File: config.mk
export PLATFORM = sky130hd
export DESIGN_NAME = hex_marquee_scroller
export DESIGN_NICKNAME = d
export VERILOG_FILES = /design/src/rtl/hex_marquee_scroller.sv
export SDC_FILE = /design/constraint.sdc
export NUM_CORES = 1
export LEC_CHECK = 0
export BUFFER_PORTS_ARGS = -buffer_cell sky130_fd_sc_hd__buf_2
export CORE_MARGIN = 2
export CORE_UTILIZATION = 29
export DETAILED_ROUTE_END_ITERATION = 8
export PLACE_DENSITY_LB_ADDON = 0.1
export SYNTH_ARGS = -nofsm -noshare
export SYNTH_HDL_FRONTEND = slang
export SYNTH_SLANG_ARGS = --single-unit
File: constraint.sdc
create_clock -name CLOCK_50 -period 3.69 [get_ports CLOCK_50]
set_clock_uncertainty 0.15 [all_clocks]
set_input_delay 0.369 -clock CLOCK_50 [delete_from_list [all_inputs] [get_ports CLOCK_50]]
set_output_delay 0.369 -clock CLOCK_50 [all_outputs]
set_load 0.05 [all_outputs]
File: src/rtl/hex_marquee_scroller.sv
// Scrolling message driver for a bank of active-low 7-segment digits.
// Prescaled auto-scroll, single-step, direction select and position load.
module hex_marquee_scroller #(
  parameter int NUM_DIGITS = 6,
  parameter int MSG_LEN = 6,
  parameter int TICK_DIV = 25000000,
  parameter logic [7*MSG_LEN-1:0] MSG = {
    7'h7F, 7'b0100100, 7'b1111010,
    7'b0001000, 7'b0000001, 7'h7F
  },
  localparam int POS_W = (MSG_LEN > 2) ? $clog2(MSG_LEN) : 1
) (
  input  logic                    CLOCK_50,
  input  logic                    reset,
  input  logic                    en,
  input  logic                    dir,
  input  logic                    step_btn,
  input  logic                    load,
  input  logic [POS_W-1:0]        load_pos,
  output logic [7*NUM_DIGITS-1:0] hex_out,
  output logic [POS_W-1:0]        pos,
  output logic                    step
);

  localparam int CNT_W = $clog2(TICK_DIV);
  localparam logic [POS_W-1:0] LAST = POS_W'(MSG_LEN - 1);
  localparam logic [CNT_W-1:0] CNT_MAX = CNT_W'(TICK_DIV - 1);

  logic [CNT_W-1:0]        cnt;
  logic                    step_btn_q;
  logic                    tick;
  logic                    btn_rise;
  logic                    adv;
  logic [POS_W-1:0]        adv_pos;
  logic [POS_W-1:0]        load_val;
  logic [POS_W-1:0]        idx;
  logic [7*NUM_DIGITS-1:0] frame;

  // Step requests and the candidate next positions.
  always_comb begin
    tick = en && (cnt == CNT_MAX);
    btn_rise = step_btn & ~step_btn_q;
    adv = tick | (btn_rise & ~en);
    if (dir)
      adv_pos = (pos == '0) ? LAST : pos - 1'b1;
    else
      adv_pos = (pos == LAST) ? '0 : pos + 1'b1;
    load_val = (int'(load_pos) >= MSG_LEN) ? '0 : load_pos;
  end

  // Digit k shows symbol (pos+k) mod MSG_LEN via a wrapping increment chain.
  always_comb begin
    frame = '0;
    idx = reset ? '0 : pos;
    for (int k = 0; k < NUM_DIGITS; k++) begin
      for (int j = 0; j < MSG_LEN; j++) begin
        if (idx == POS_W'(j))
          frame[7*k +: 7] = MSG[7*j +: 7];
      end
      idx = (idx == LAST) ? '0 : idx + 1'b1;
    end
  end

  // Prescaler, button edge register, position and step pulse.
  always_ff @(posedge CLOCK_50) begin
    if (reset) begin
      cnt <= '0;
      step_btn_q <= 1'b0;
      pos <= '0;
      step <= 1'b0;
    end else begin
      step_btn_q <= step_btn;
      if (load) begin
        pos <= load_val;
        cnt <= '0;
        step <= 1'b1;
      end else begin
        if (en)
          cnt <= tick ? '0 : cnt + 1'b1;
        if (adv) begin
          pos <= adv_pos;
          step <= 1'b1;
        end else begin
          step <= 1'b0;
        end
      end
    end
  end

  // Display register lags pos by one clock; shows pos 0 on reset.
  always_ff @(posedge CLOCK_50) begin
    hex_out <= frame;
  end

endmodule

## After elaboration in Yosys (flattened, before gate mapping)

Cells that the tools add are included.

| operators by class | value |
|---|---|
| add/sub/neg operators | 8 |
| order comparisons | 1 |
| eq/ne operators | 32 |
| muxes and demuxes | 45 |
| bitwise gates (word level) | 5 |
| reductions and logical operators | 22 |

Operators with widths:

| cell | number |
|---|---|
| $mux 7 | 30 |
| $eq 3x3->1 const B | 13 |
| $eq 3x2->1 const B | 12 |
| $mux 3 | 12 |
| $add 25x1->25 const B | 1 |
| $eq 25x25->1 const B | 1 |
| $mux 25 | 1 |
| $logic_not 3->1 | 7 |
| $add 3x1->3 const B | 6 |
| $eq 3x1->1 const B | 6 |
| $reduce_or 3->1 | 6 |
| $reduce_or 2->1 | 7 |
| $ge 3x3->1 const B | 1 |
| $sub 3x1->3 const B | 1 |
| $and 1x1->1 | 2 |
| $mux 1 | 2 |
| $not 1->1 | 2 |
| $reduce_bool 2->1 | 1 |
| $logic_and 1x1->1 | 1 |
| $or 1x1->1 | 1 |

| storage, ports and cells | value |
|---|---|
| register bits | 72 |
| output and inout port bits | 46 |
| logic and storage cells | 135 |

## Logic depth before layout (Yosys ltp)

| depth | value |
|---|---|
| depth in word-level cells | 17 |
| mapped depth | 16 |
| gate-level depth less buffers | 15 |

## Worst setup path before layout

No wires, ideal clock.

| timing | value |
|---|---|
| path kind | register to register |
| start point | reg pos[2] |
| end point | reg hex_out[32] |
| setup time | 0.058 ns |
| arrival time | 3.802 ns |
| path slack | -0.320 ns |
| stages on the path, launching flop included | 17 |
| buffers on the path | 1 |
| clock period less this slack | 4.010 ns |
| cell sequence | dfxtp_1 clkbuf_1 inv_1 nor2_1 inv_1 ha_1 inv_1 o31ai_1 ha_1 o21bai_1 ha_1 inv_1 nand2_1 ha_1 or3_1 o21a_1 nand2_1 |

| between the ends | value |
|---|---|
| cells in the longest elaborated chain, start to end | 15 |
| elaborated cells on any way between the ends | 24 |
| classes of those cells | add/sub (4); eq/ne (9); mux (10); reduce/logical (1) |

Ends and longest elaborated chain:

| element | RTL line | RTL |
|---|---|---|
| start, declared | 21 | `output logic [POS_W-1:0] pos,` |
| start signal, assigned | 74 | `pos <= load_val;` |
| start signal, assigned | 81 | `pos <= adv_pos;` |
| $mux 3 * | 54 | `idx = reset ? '0 : pos;` |
| $add 3x1->3 / $eq 3x3->1 (equally long branches) | 60 | `idx = (idx == LAST) ? '0 : idx + 1'b1;` |
| $mux 3 * | 60 |  |
| $add 3x1->3 / $eq 3x3->1 (equally long branches) | 60 |  |
| $mux 3 * | 60 |  |
| $add 3x1->3 / $eq 3x3->1 (equally long branches) | 60 |  |
| $mux 3 * | 60 |  |
| $add 3x1->3 / $eq 3x3->1 (equally long branches) | 60 |  |
| $mux 3 * | 60 |  |
| $logic_not 3->1 | 57 | `if (idx == POS_W'(j))` |
| $mux 7 (5 in a row) | 57 |  |
| end signal, assigned | 92 | `hex_out <= frame;` |
| end, declared | 20 | `output logic [7*NUM_DIGITS-1:0] hex_out,` |

Mark *: on every way between the ends. The rest lies on a longest branch, timed or not.
A chain may end at the register's enable or synchronous reset.

## Worst setup path in the final report

Same ends and word-level chain as after synthesis.

==> results_dict.tcl <==
set metrics [dict create \
    ant_nets 0 \
    grt_pass1_vias 2339 \
    synth_cells 340 \
    core-area_um2 9328 \
    yosys_warnings 0 \
    status "finished, final reports clean" \
    fillCellCount 1008 \
    final_nets 408 \
    worstPathRequired_ns 3.82 \
    dr.first_iter.drc_count 73 \
    cts_made_buffers 9 \
    gr-total-overflow 0 \
    synth_nets 355 \
    fmax_ghz 0.2983 \
    tns_ns 0 \
    cts_resized 0 \
    cts_tree "built" \
    synth_edf_count 0 \
    chipHeight_um 102.4 \
    area_growth_pct 21.91 \
    relSlewSlack_pct 44.46 \
    cts-root-buf "clkbuf_8" \
    drc 0 \
    wire_per_inst_um 13.22 \
    grt_max_degree 21 \
    grt_pass1_wl_um 11380 \
    initial_utilization_pct 30.13 \
    grtUsageTotal_pct 14.16 \
    layoutNonFillerInstCount 527 \
    critical_path_arrival_ns 3.48 \
    io_buffers 54 \
    setup_viol 0 \
    dp_hpwl_um 5091 \
    ys_types 49 \
    vdd_drop_max_uv 264.0 \
    ys_top_cells_by_count "dfxtp_1 (60), nor2_1 (54), nand2_1 (35), o21ai_0 (20), a21oi_1 (19)" \
    ioPinCount 55 \
    hold_viol_final 0 \
    start_kind "flop" \
    fin_crit_sh_pct 90.86 \
    synth-seq-area-share_pct 42.74 \
    clk_latency_ns 0.34 \
    ys_ff_latch 60 \
    hold_class "in -> reg" \
    wl_um 6966 \
    cts_hold_buf 0 \
    die_area_um2 10490 \
    worst_setup_path_end_kind "flop" \
    synthArstFlopShare_pct 0 \
    fp.dieW_um 102.4 \
    place_congestion 0.8385 \
    p_leak_nw 1.335 \
    dp_cells 511 \
    numClockSinks 60 \
    antenna_found_initial 0 \
    via_per_inst 4.755 \
    period_minus_slack_ns 3.353 \
    path_class "reg -> reg" \
    n_antenna_cell 0 \
    slew_viol_final 0 \
    synth_top_cell_by_area "dfxtp_1" \
    yosysMostFrequentCell "dfxtp_1" \
    drive_above_1_share_pct 23.62 \
    rsz0062_at_grt "false" \
    max-cap-violations 0 \
    worstMarginPinSlew_ns 0.8255 \
    post_cts_buffers 0 \
    synth_area_per_cell_um2 8.265 \
    synth_top_area_share_pct 42.74 \
    clockBufferDepth 2 \
    path_clk_slew_ns 0.07 \
    netlist_top_cells_area "dfxtp_1 (43%), nor2_1 (7.2%), xor2_1 (5.3%), nand2_1 (4.7%), o21ai_0 (3.6%)" \
    rows 35 \
    vias 2506 \
    synth-main-ff-cell "dfxtp_1" \
    drtPass1Iterations 4 \
    cts.htree.levels 3 \
    synthesis.area_um2 2810 \
    power_density_nw_per_um2 536.6 \
    worstPathMaxFanout 6 \
]
## cells by family after synthesis
family          synth area share [%]
mux                            1.113
flops                          42.74
simple gates                   26.36
fa+ha+maj                      2.671
xor+xnor                       6.856
compound gates                 14.03
buf+inv                        6.233
## worst paths after layout
kind	start	endpoint	slack (ns)	cells past startpoint
min reg2reg	cnt[1]$_SDFFE_PP0P_	cnt[1]$_SDFFE_PP0P_	0.36	2
min	step_btn	step_btn_q$_SDFF_PP0_	0.12	2
max reg2reg	pos[2]$_SDFFE_PP0P_	hex_out[32]$_SDFF_PP1_	0.34	15
max	pos[2]$_SDFFE_PP0P_	hex_out[32]$_SDFF_PP1_	0.34	15
## critical path: stages, from the launching register on
cell	delay (ns)
dfxtp_4	0.34
inv_1	0.06
nor2_1	0.14
inv_1	0.11
ha_1	0.32
inv_1	0.08
o31ai_1	0.09
ha_1	0.31
o21bai_1	0.18
ha_1	0.36
inv_1	0.14
nand2_1	0.09
ha_1	0.36
or3_1	0.38
o21a_1	0.11
nand2_1	0.05
## registers in the layout, indices dropped and copies added, names as in the netlist
register,count
cnt,25
hex_out,30
pos,3
step,1
step_btn_q,1
## placed cells by master, fill, tap and decap left out, types with 5 or more instances in the layout
| cell | count |
|---|---|
| o21ai_0 | 20 |
| clkbuf_8 | 13 |
| nor3_1 | 8 |
| a21oi_1 | 19 |
| dfxtp_1 | 57 |
| or3_1 | 5 |
| nor2_1 | 54 |
| nand4_1 | 12 |
| inv_1 | 5 |
| nand3_1 | 8 |
| xnor2_1 | 5 |
| nor2b_1 | 5 |
| ha_1 | 6 |
| buf_4 | 14 |
| nand2b_1 | 6 |
| nand2_1 | 35 |
| buf_2 | 54 |
| xor2_1 | 17 |
## final cells by class
type,count,area [µm²],area share (%)
multi-input cells,247,1434,41.86
well taps,129,161.4,4.711
repair buffers,68,375.4,10.96
flip-flops and latches,60,1207,35.24
clock inverters,3,42.54,1.242
inverters,7,26.28,0.7670
clock buffers,13,178.9,5.223
## report_power, final
| part | internal, mW | switching [mW] |
|---|---|---|
| clock network | 0.384 | 0.256 |
| registers | 0.694 | 0.0151 |
| logic | 0.114 | 0.374 |
| total | 1.19 | 0.645 |
## metrics by stage
step | hold WS [ns] | util [%] | instance area, µm² | setup WS (ns) | power, mW
after floorplan | 0.3209 | - | 2819 | 0.003980 | 1.129
after global placement | 0.3505 | 34.35 | 3204 | 0.3392 | 1.216
after detailed placement | 0.3489 | 34.35 | 3204 | 0.2963 | 1.216
after CTS | 0.09440 | 36.73 | 3426 | 0.3387 | 1.869
after global routing | 0.1224 | 36.73 | 3426 | 0.05602 | 1.933
final | 0.1156 | 36.73 | 3426 | 0.3372 | 1.838
## metal layers
layer,global-route usage [%],vias to the layer above,wire length [µm]
met4,6.769,0,141
met1,17.22,1151,3288
li1,-,1276,-
met3,3.762,13,345
met5,0,-,0
met2,23.23,66,3192
Note: power is estimated with default switching activity, not from simulation.
